`config.mk`:
```
export PLATFORM = sky130hd
export DESIGN_NAME = spi_config_master
export DESIGN_NICKNAME = d
export VERILOG_FILES = /design/src/rtl/spi_config_master.sv
export SDC_FILE = /design/constraint.sdc
export NUM_CORES = 1
export LEC_CHECK = 0
export ABC_AREA = 1
export BUFFER_PORTS_ARGS = -buffer_cell sky130_fd_sc_hd__buf_2
export CORE_ASPECT_RATIO = 0.6
export CORE_MARGIN = 1.5
export CORE_UTILIZATION = 40
export CTS_CLUSTER_DIAMETER = 30
export DETAILED_ROUTE_END_ITERATION = 16
export GPL_ROUTABILITY_DRIVEN = 0
export MAX_ROUTING_LAYER = met4
export SLEW_MARGIN = 20
export SYNTH_ARGS = -nofsm -noshare
export SYNTH_HDL_FRONTEND = slang
export SYNTH_SLANG_ARGS = --single-unit
```
`constraint.sdc`:
```
create_clock -name SCLK -period 2.7 [get_ports SCLK]
set_input_delay 0.135 -clock SCLK [delete_from_list [all_inputs] [get_ports SCLK]]
set_output_delay 0.135 -clock SCLK [all_outputs]
set_load 0.03 [all_outputs]
```
`src/rtl/spi_config_master.sv`:
```
// spi_config_master: SPI mode-0 master sending instr, optional 16-bit addr, then N payload bytes.
// Optional readback of MISO payload bytes is compiled in with SPI_CONFIG_MASTER_READBACK_EN.
// Pin outputs are registered from the current state, so they trail the FSM by one SCLK cycle.
module spi_config_master #(
    parameter int CLK_DIV = 2,
    parameter int LEN_W   = 8
) (
    input  logic             SCLK,
    input  logic             RESET,
    input  logic             start_i,
    input  logic [7:0]       instr_i,
    input  logic [15:0]      addr_i,
    input  logic             has_addr_i,
    input  logic [LEN_W-1:0] len_i,
    input  logic [7:0]       tx_data_i,
    output logic             tx_ack_o,
    output logic [7:0]       rx_data_o,
    output logic             rx_valid_o,
    output logic             busy_o,
    output logic             done_o,
    output logic             spi_sclk_o,
    output logic             spi_mosi_o,
    output logic             spi_ss_o,
    input  logic             spi_miso_i
);
    typedef enum logic [2:0] {IDLE, SETUP, SHIFT_LO, SHIFT_HI, HOLD, GAP} state_t;
    localparam int RW = LEN_W + 2;
    localparam logic [7:0] DIV_M1 = 8'(CLK_DIV - 1);

    state_t           state_q, state_d;
    logic [7:0]       cnt_q, cnt_d, sh_q, sh_d;
    logic [2:0]       bit_q, bit_d;
    logic [RW-1:0]    rem_q, rem_d, nxt;
    logic [LEN_W-1:0] len_q, len_d;
    logic [15:0]      addr_q, addr_d;
    logic             tx_ack_q, tx_ack_d, ss_q, sclk_q, mosi_q, busy_q, done_q;
    logic             cnt_done, byte_end, on_wire;

    assign cnt_done = cnt_q == 8'd0;
    assign byte_end = state_q == SHIFT_HI && cnt_done && bit_q == 3'd0;
    assign nxt      = rem_q - RW'(1);
    assign on_wire  = state_q inside {SETUP, SHIFT_LO, SHIFT_HI};

    // Next state, half-period timer, bit/byte counters and the byte loader
    always_comb begin
        state_d  = state_q;
        cnt_d    = (state_q == IDLE || cnt_done) ? DIV_M1 : cnt_q - 8'd1;
        sh_d     = sh_q;
        bit_d    = bit_q;
        rem_d    = rem_q;
        len_d    = len_q;
        addr_d   = addr_q;
        tx_ack_d = 1'b0;
        case (state_q)
            IDLE: if (start_i) begin
                state_d = SETUP;
                len_d   = len_i;
                addr_d  = addr_i;
                sh_d    = instr_i;
                bit_d   = 3'd7;
                rem_d   = RW'(1) + (has_addr_i ? RW'(2) : RW'(0)) + RW'(len_i);
            end
            SETUP:    state_d = cnt_done ? SHIFT_LO : SETUP;
            SHIFT_LO: state_d = cnt_done ? SHIFT_HI : SHIFT_LO;
            SHIFT_HI: if (cnt_done) begin
                bit_d   = bit_q - 3'd1;
                sh_d    = {sh_q[6:0], 1'b0};
                state_d = SHIFT_LO;
                if (bit_q == 3'd0) begin
                    rem_d    = nxt;
                    state_d  = (nxt == '0) ? HOLD : SHIFT_LO;
                    tx_ack_d = nxt != '0 && nxt <= RW'(len_q);
                    sh_d     = nxt > RW'(len_q) ? (nxt == RW'(len_q) + RW'(2) ? addr_q[15:8] : addr_q[7:0]) : tx_data_i;
                end
            end
            HOLD:    state_d = cnt_done ? GAP : HOLD;
            GAP:     state_d = cnt_done ? IDLE : GAP;
            default: state_d = IDLE;
        endcase
    end

    // FSM and datapath registers
    always_ff @(posedge SCLK or posedge RESET) begin
        if (RESET) begin
            state_q  <= IDLE;
            cnt_q    <= '0;
            sh_q     <= '0;
            bit_q    <= '0;
            rem_q    <= '0;
            len_q    <= '0;
            addr_q   <= '0;
            tx_ack_q <= 1'b0;
        end else begin
            state_q  <= state_d;
            cnt_q    <= cnt_d;
            sh_q     <= sh_d;
            bit_q    <= bit_d;
            rem_q    <= rem_d;
            len_q    <= len_d;
            addr_q   <= addr_d;
            tx_ack_q <= tx_ack_d;
        end
    end

    // Glitch-free registered pins; done fires on the first IDLE cycle after a frame
    always_ff @(posedge SCLK or posedge RESET) begin
        if (RESET) begin
            ss_q   <= 1'b1;
            sclk_q <= 1'b0;
            mosi_q <= 1'b0;
            busy_q <= 1'b0;
            done_q <= 1'b0;
        end else begin
            ss_q   <= !(on_wire || state_q == HOLD);
            sclk_q <= state_q == SHIFT_HI;
            mosi_q <= on_wire && sh_q[7];
            busy_q <= state_q != IDLE;
            done_q <= busy_q && state_q == IDLE;
        end
    end

    assign tx_ack_o   = tx_ack_q;
    assign busy_o     = busy_q;
    assign done_o     = done_q;
    assign spi_sclk_o = sclk_q;
    assign spi_mosi_o = mosi_q;
    assign spi_ss_o   = ss_q;

`ifdef SPI_CONFIG_MASTER_READBACK_EN
    logic [7:0] rx_sh_q, rx_sh_d, rx_data_q;
    logic       rx_valid_q, pay_byte;

    assign pay_byte = rem_q <= RW'(len_q);

    // MISO is taken on the first cycle of SHIFT_HI, i.e. at the visible rising edge
    always_comb begin
        rx_sh_d = (state_q == SHIFT_HI && cnt_q == DIV_M1) ? {rx_sh_q[6:0], spi_miso_i} : rx_sh_q;
    end

    // Publish completed payload-position bytes only
    always_ff @(posedge SCLK or posedge RESET) begin
        if (RESET) begin
            rx_sh_q    <= '0;
            rx_data_q  <= '0;
            rx_valid_q <= 1'b0;
        end else begin
            rx_sh_q    <= rx_sh_d;
            rx_valid_q <= byte_end && pay_byte;
            if (byte_end && pay_byte) rx_data_q <= rx_sh_d;
        end
    end

    assign rx_data_o  = rx_data_q;
    assign rx_valid_o = rx_valid_q;
`else
    logic unused_miso;
    assign unused_miso = spi_miso_i ^ byte_end;
    assign rx_data_o   = 8'h00;
    assign rx_valid_o  = 1'b0;
`endif
endmodule

```
==> impl_metrics.toml <==
[finish]
fin_cells = 808
antennaDiodeCount = 0
final_area_um2 = 5260
drive_gt1_frac = 0.256
postLayoutCoreUtil = 0.525
finalNetCount = 729
layout-area-overhead-vs-synth_pct = 25.7

[logic_synthesis]
ys_seq_area_frac = 0.371
ys_ff_latch = 62
yosys_warnings = 0
synth_largest_area_cell = "dfrtp_1"
synth_flop_cell = "dfrtp_1"
synthArstFlopShare = 1.00
synth.area.top_cells = "dfrtp_1 36%, nand2_1 19%, inv_1 6.5%"
mappedNetlistArea_um2 = 4190
avgSynthCellArea_um2 = 7.17
synthCells = 584
synth_cell_types = 42
synth_edf_count = 0
synth_top_area_frac = 0.364

[drt]
drtAntennaViolNets = 0
wl_mm = 10.9
first_pass_iters = 5
wl_per_cell_um = 13.5
drc_errors = 0
vias_per_cell = 4.78
num_vias = 3862
drtIter0Drc = 174

[clocking]
clockBufferDepth = 2
clock_latency_ps = 340
numClockSinks = 62
cts_made_buffers = 9
cts_tree = "built"
htreeDepth = 3
path_clk_slew_ps = 60
root_buffer = "clkbuf_16"

[timing]
fin_crit_sh = 0.952
finalSetupViolations = 0
drv_slew = 0
finalHoldViolCount = 0
setup-tns-final_ps = 0
relSlewSlack = 0.451
clock_skew_ps = 8.34
layout_min_cycle_time_ps = 2570
worst_pin_slew_ps = 824
worst_slack_ps = 130
holdWs_ps = 1.71
timing.fmax_ghz = 0.389

[floorplanning]
initial_utilization = 0.418
die_w_um = 135
io_pins = 60
core_area_um2 = 10000
num_rows = 28
fp.dieArea_um2 = 11100
fp.dieH_um = 82.3

[critical_path]
crit_family = "simple AND/OR/NAND/NOR gates"
cp.required_ps = 2930
crit_buf_inv = 5
endpoint_kind = "flop"
slowest_delay_ps = 390
path_cells = "inv_2 -> buf_4 -> ha_4 -> nand2_4 -> buf_4 -> nor2_2 -> nand2_1 -> nand2_2 -> ha_1 -> nand2_1 -> inv_1 -> o21ai_2 -> nand2_1 -> nand2_2 -> nand2_4 -> o21ai_1 -> inv_1 -> nand2_1 -> nand2_1 -> nand2_1 -> nand2_1"
startpoint_type = "flop"
critPathKind = "reg2reg"
crit_fanout = 8
critPathSlowestCell = "dfrtp_1"
crit_path_frequent_cell = "nand2_1"
crit_arrival_ps = 2800

[global_route]
grt_pass1_vias = 3588
overflow = 0
grt_usage = 0.213
grt_start_max_net_pins = 63
antenna_found_initial = 0
grt_pass1_wl_mm = 17.5

[place]
post-place-ws_ps = -56.0
dpl.hpwl_mm = 7.97
dp_cells = 781
io_buffers = 49
place_area_um2 = 4690

[status]
status = "completed"

[pwr]
p_per_area_nw_per_um2 = 1050
leakage_nw = 2.90
max-vdd-ir-drop_mv = 0.389
power_mw = 5.53

[hold_path]
hold_class = "in2reg"

[run]
timing.max_cap.violations = 0
-- worst reg2reg max path, stage by stage, from the launching register on --
cell     delay, ps
dfrtp_1        390
inv_2          100
buf_4          130
ha_4           180
nand2_4         60
buf_4          140
nor2_2         100
nand2_1         70
nand2_2         90
ha_1           230
nand2_1         80
inv_1           60
o21ai_2         60
nand2_1         70
nand2_2        140
nand2_4        120
o21ai_1        160
inv_1           50
nand2_1         80
nand2_1         50
nand2_1         70
nand2_1         50
-- synthesized netlist by cell type, types with 2 or more instances --
library cell  number
nand2_1          214
inv_1             72
dfrtp_1           61
nor2_1            40
o21ai_0           29
nand3_1           27
ha_1              15
nand2_2           14
a21oi_1           13
nand4_1           12
buf_4             10
o21ai_2           10
inv_2              9
buf_2              5
nor2_4             5
o211ai_1           5
xor2_1             5
nand2_4            4
nor2_8             3
nor3_1             3
a21oi_4            2
a22oi_1            2
clkbuf_1           2
inv_4              2
nor2_2             2
nor3b_1            2
-- timing repair --
item | in CTS | in global routing
pin swaps | 0 | 5
hold buffers | 4 | 0
gates cloned | 0 | 1
setup buffers | 0 | 6
hold endpoints to repair | 4 | 0
endpoints found under the setup margin | 8 | 9
resized for setup | 2 | 28
-- metal layers --
layer  vias up  global-route usage  wire (um)  part of all wire
li1       1978                   -          -                 -
met1      1786               0.311       5830              0.53
met2        86               0.292       4490              0.41
met3        12              0.0458        446             0.041
met4         0              0.0656        137             0.013
met5         -                   -          0                 0
-- cell families after synthesis --
kind of cell    share of synthesized area
simple gates                        0.364
fa+ha+maj                          0.0496
other cells                      0.000895
compound gates                     0.0965
flops                               0.371
buf+inv                             0.106
xor+xnor                           0.0125
-- report_power, final --
group	switching [mW]	total [mW]	internal [mW]
registers	0.189	1.38	1.19
logic	1.68	2.73	1.05
clock network	0.433	1.43	0.995
total	2.30	5.53	3.23
-- final timing paths --
path                               to  slack, ps  cells after the start      start
hold / removal              addr_q[9]          2                      3  addr_i[9]
hold reg to reg              cnt_q[0]        440                      1   cnt_q[0]
min in group asynchronous    cnt_q[5]         30                      3      RESET
max in group asynchronous  addr_q[10]       2110                      3      RESET
setup reg to reg              sh_q[7]        130                     21   rem_q[0]
setup / recovery              sh_q[7]        130                     21   rem_q[0]
-- state kept, by name, summed over array words and instances (netlist names) --
| register | cells |
|---|---|
| addr_q | 16 |
| rem_q | 10 |
| cnt_q | 8 |
| len_q | 8 |
| sh_q | 8 |
| bit_q | 3 |
| state_q | 3 |
| busy_o | 1 |
| done_o | 1 |
| spi_mosi_o | 1 |
| spi_sclk_o | 1 |
| spi_ss_o | 1 |
| tx_ack_o | 1 |
-- final cells by class --
type | count | area (um2)
Sequential cell | 62 | 1550
Multi-Input combinational cell | 429 | 2340
Fill cell | 996 | 4760
Clock inverter | 6 | 134
Timing Repair Buffer | 83 | 523
Inverter | 83 | 317
Tap cell | 135 | 169
Clock buffer | 10 | 229
-- layout by cell type, fill, tap and decap left out, drive strengths merged --
master / instances
nor2: 50
xor2: 5
nand3b: 1
nor3b: 2
a22oi: 2
xnor2: 1
a41o: 1
conb: 9
bufinv: 4
clkbuf: 10
or2: 1
fa: 1
clkinv: 2
o211ai: 5
nand2: 233
buf: 79
o22ai: 1
nand3: 29
dfstp: 1
dfrtp: 61
nor3: 4
o21ai: 40
nor4: 1
or3: 1
inv: 83
nand4: 12
a21oi: 15
ha: 15
dlygate4sd3: 4
Power figures use the tool's default switching activity.
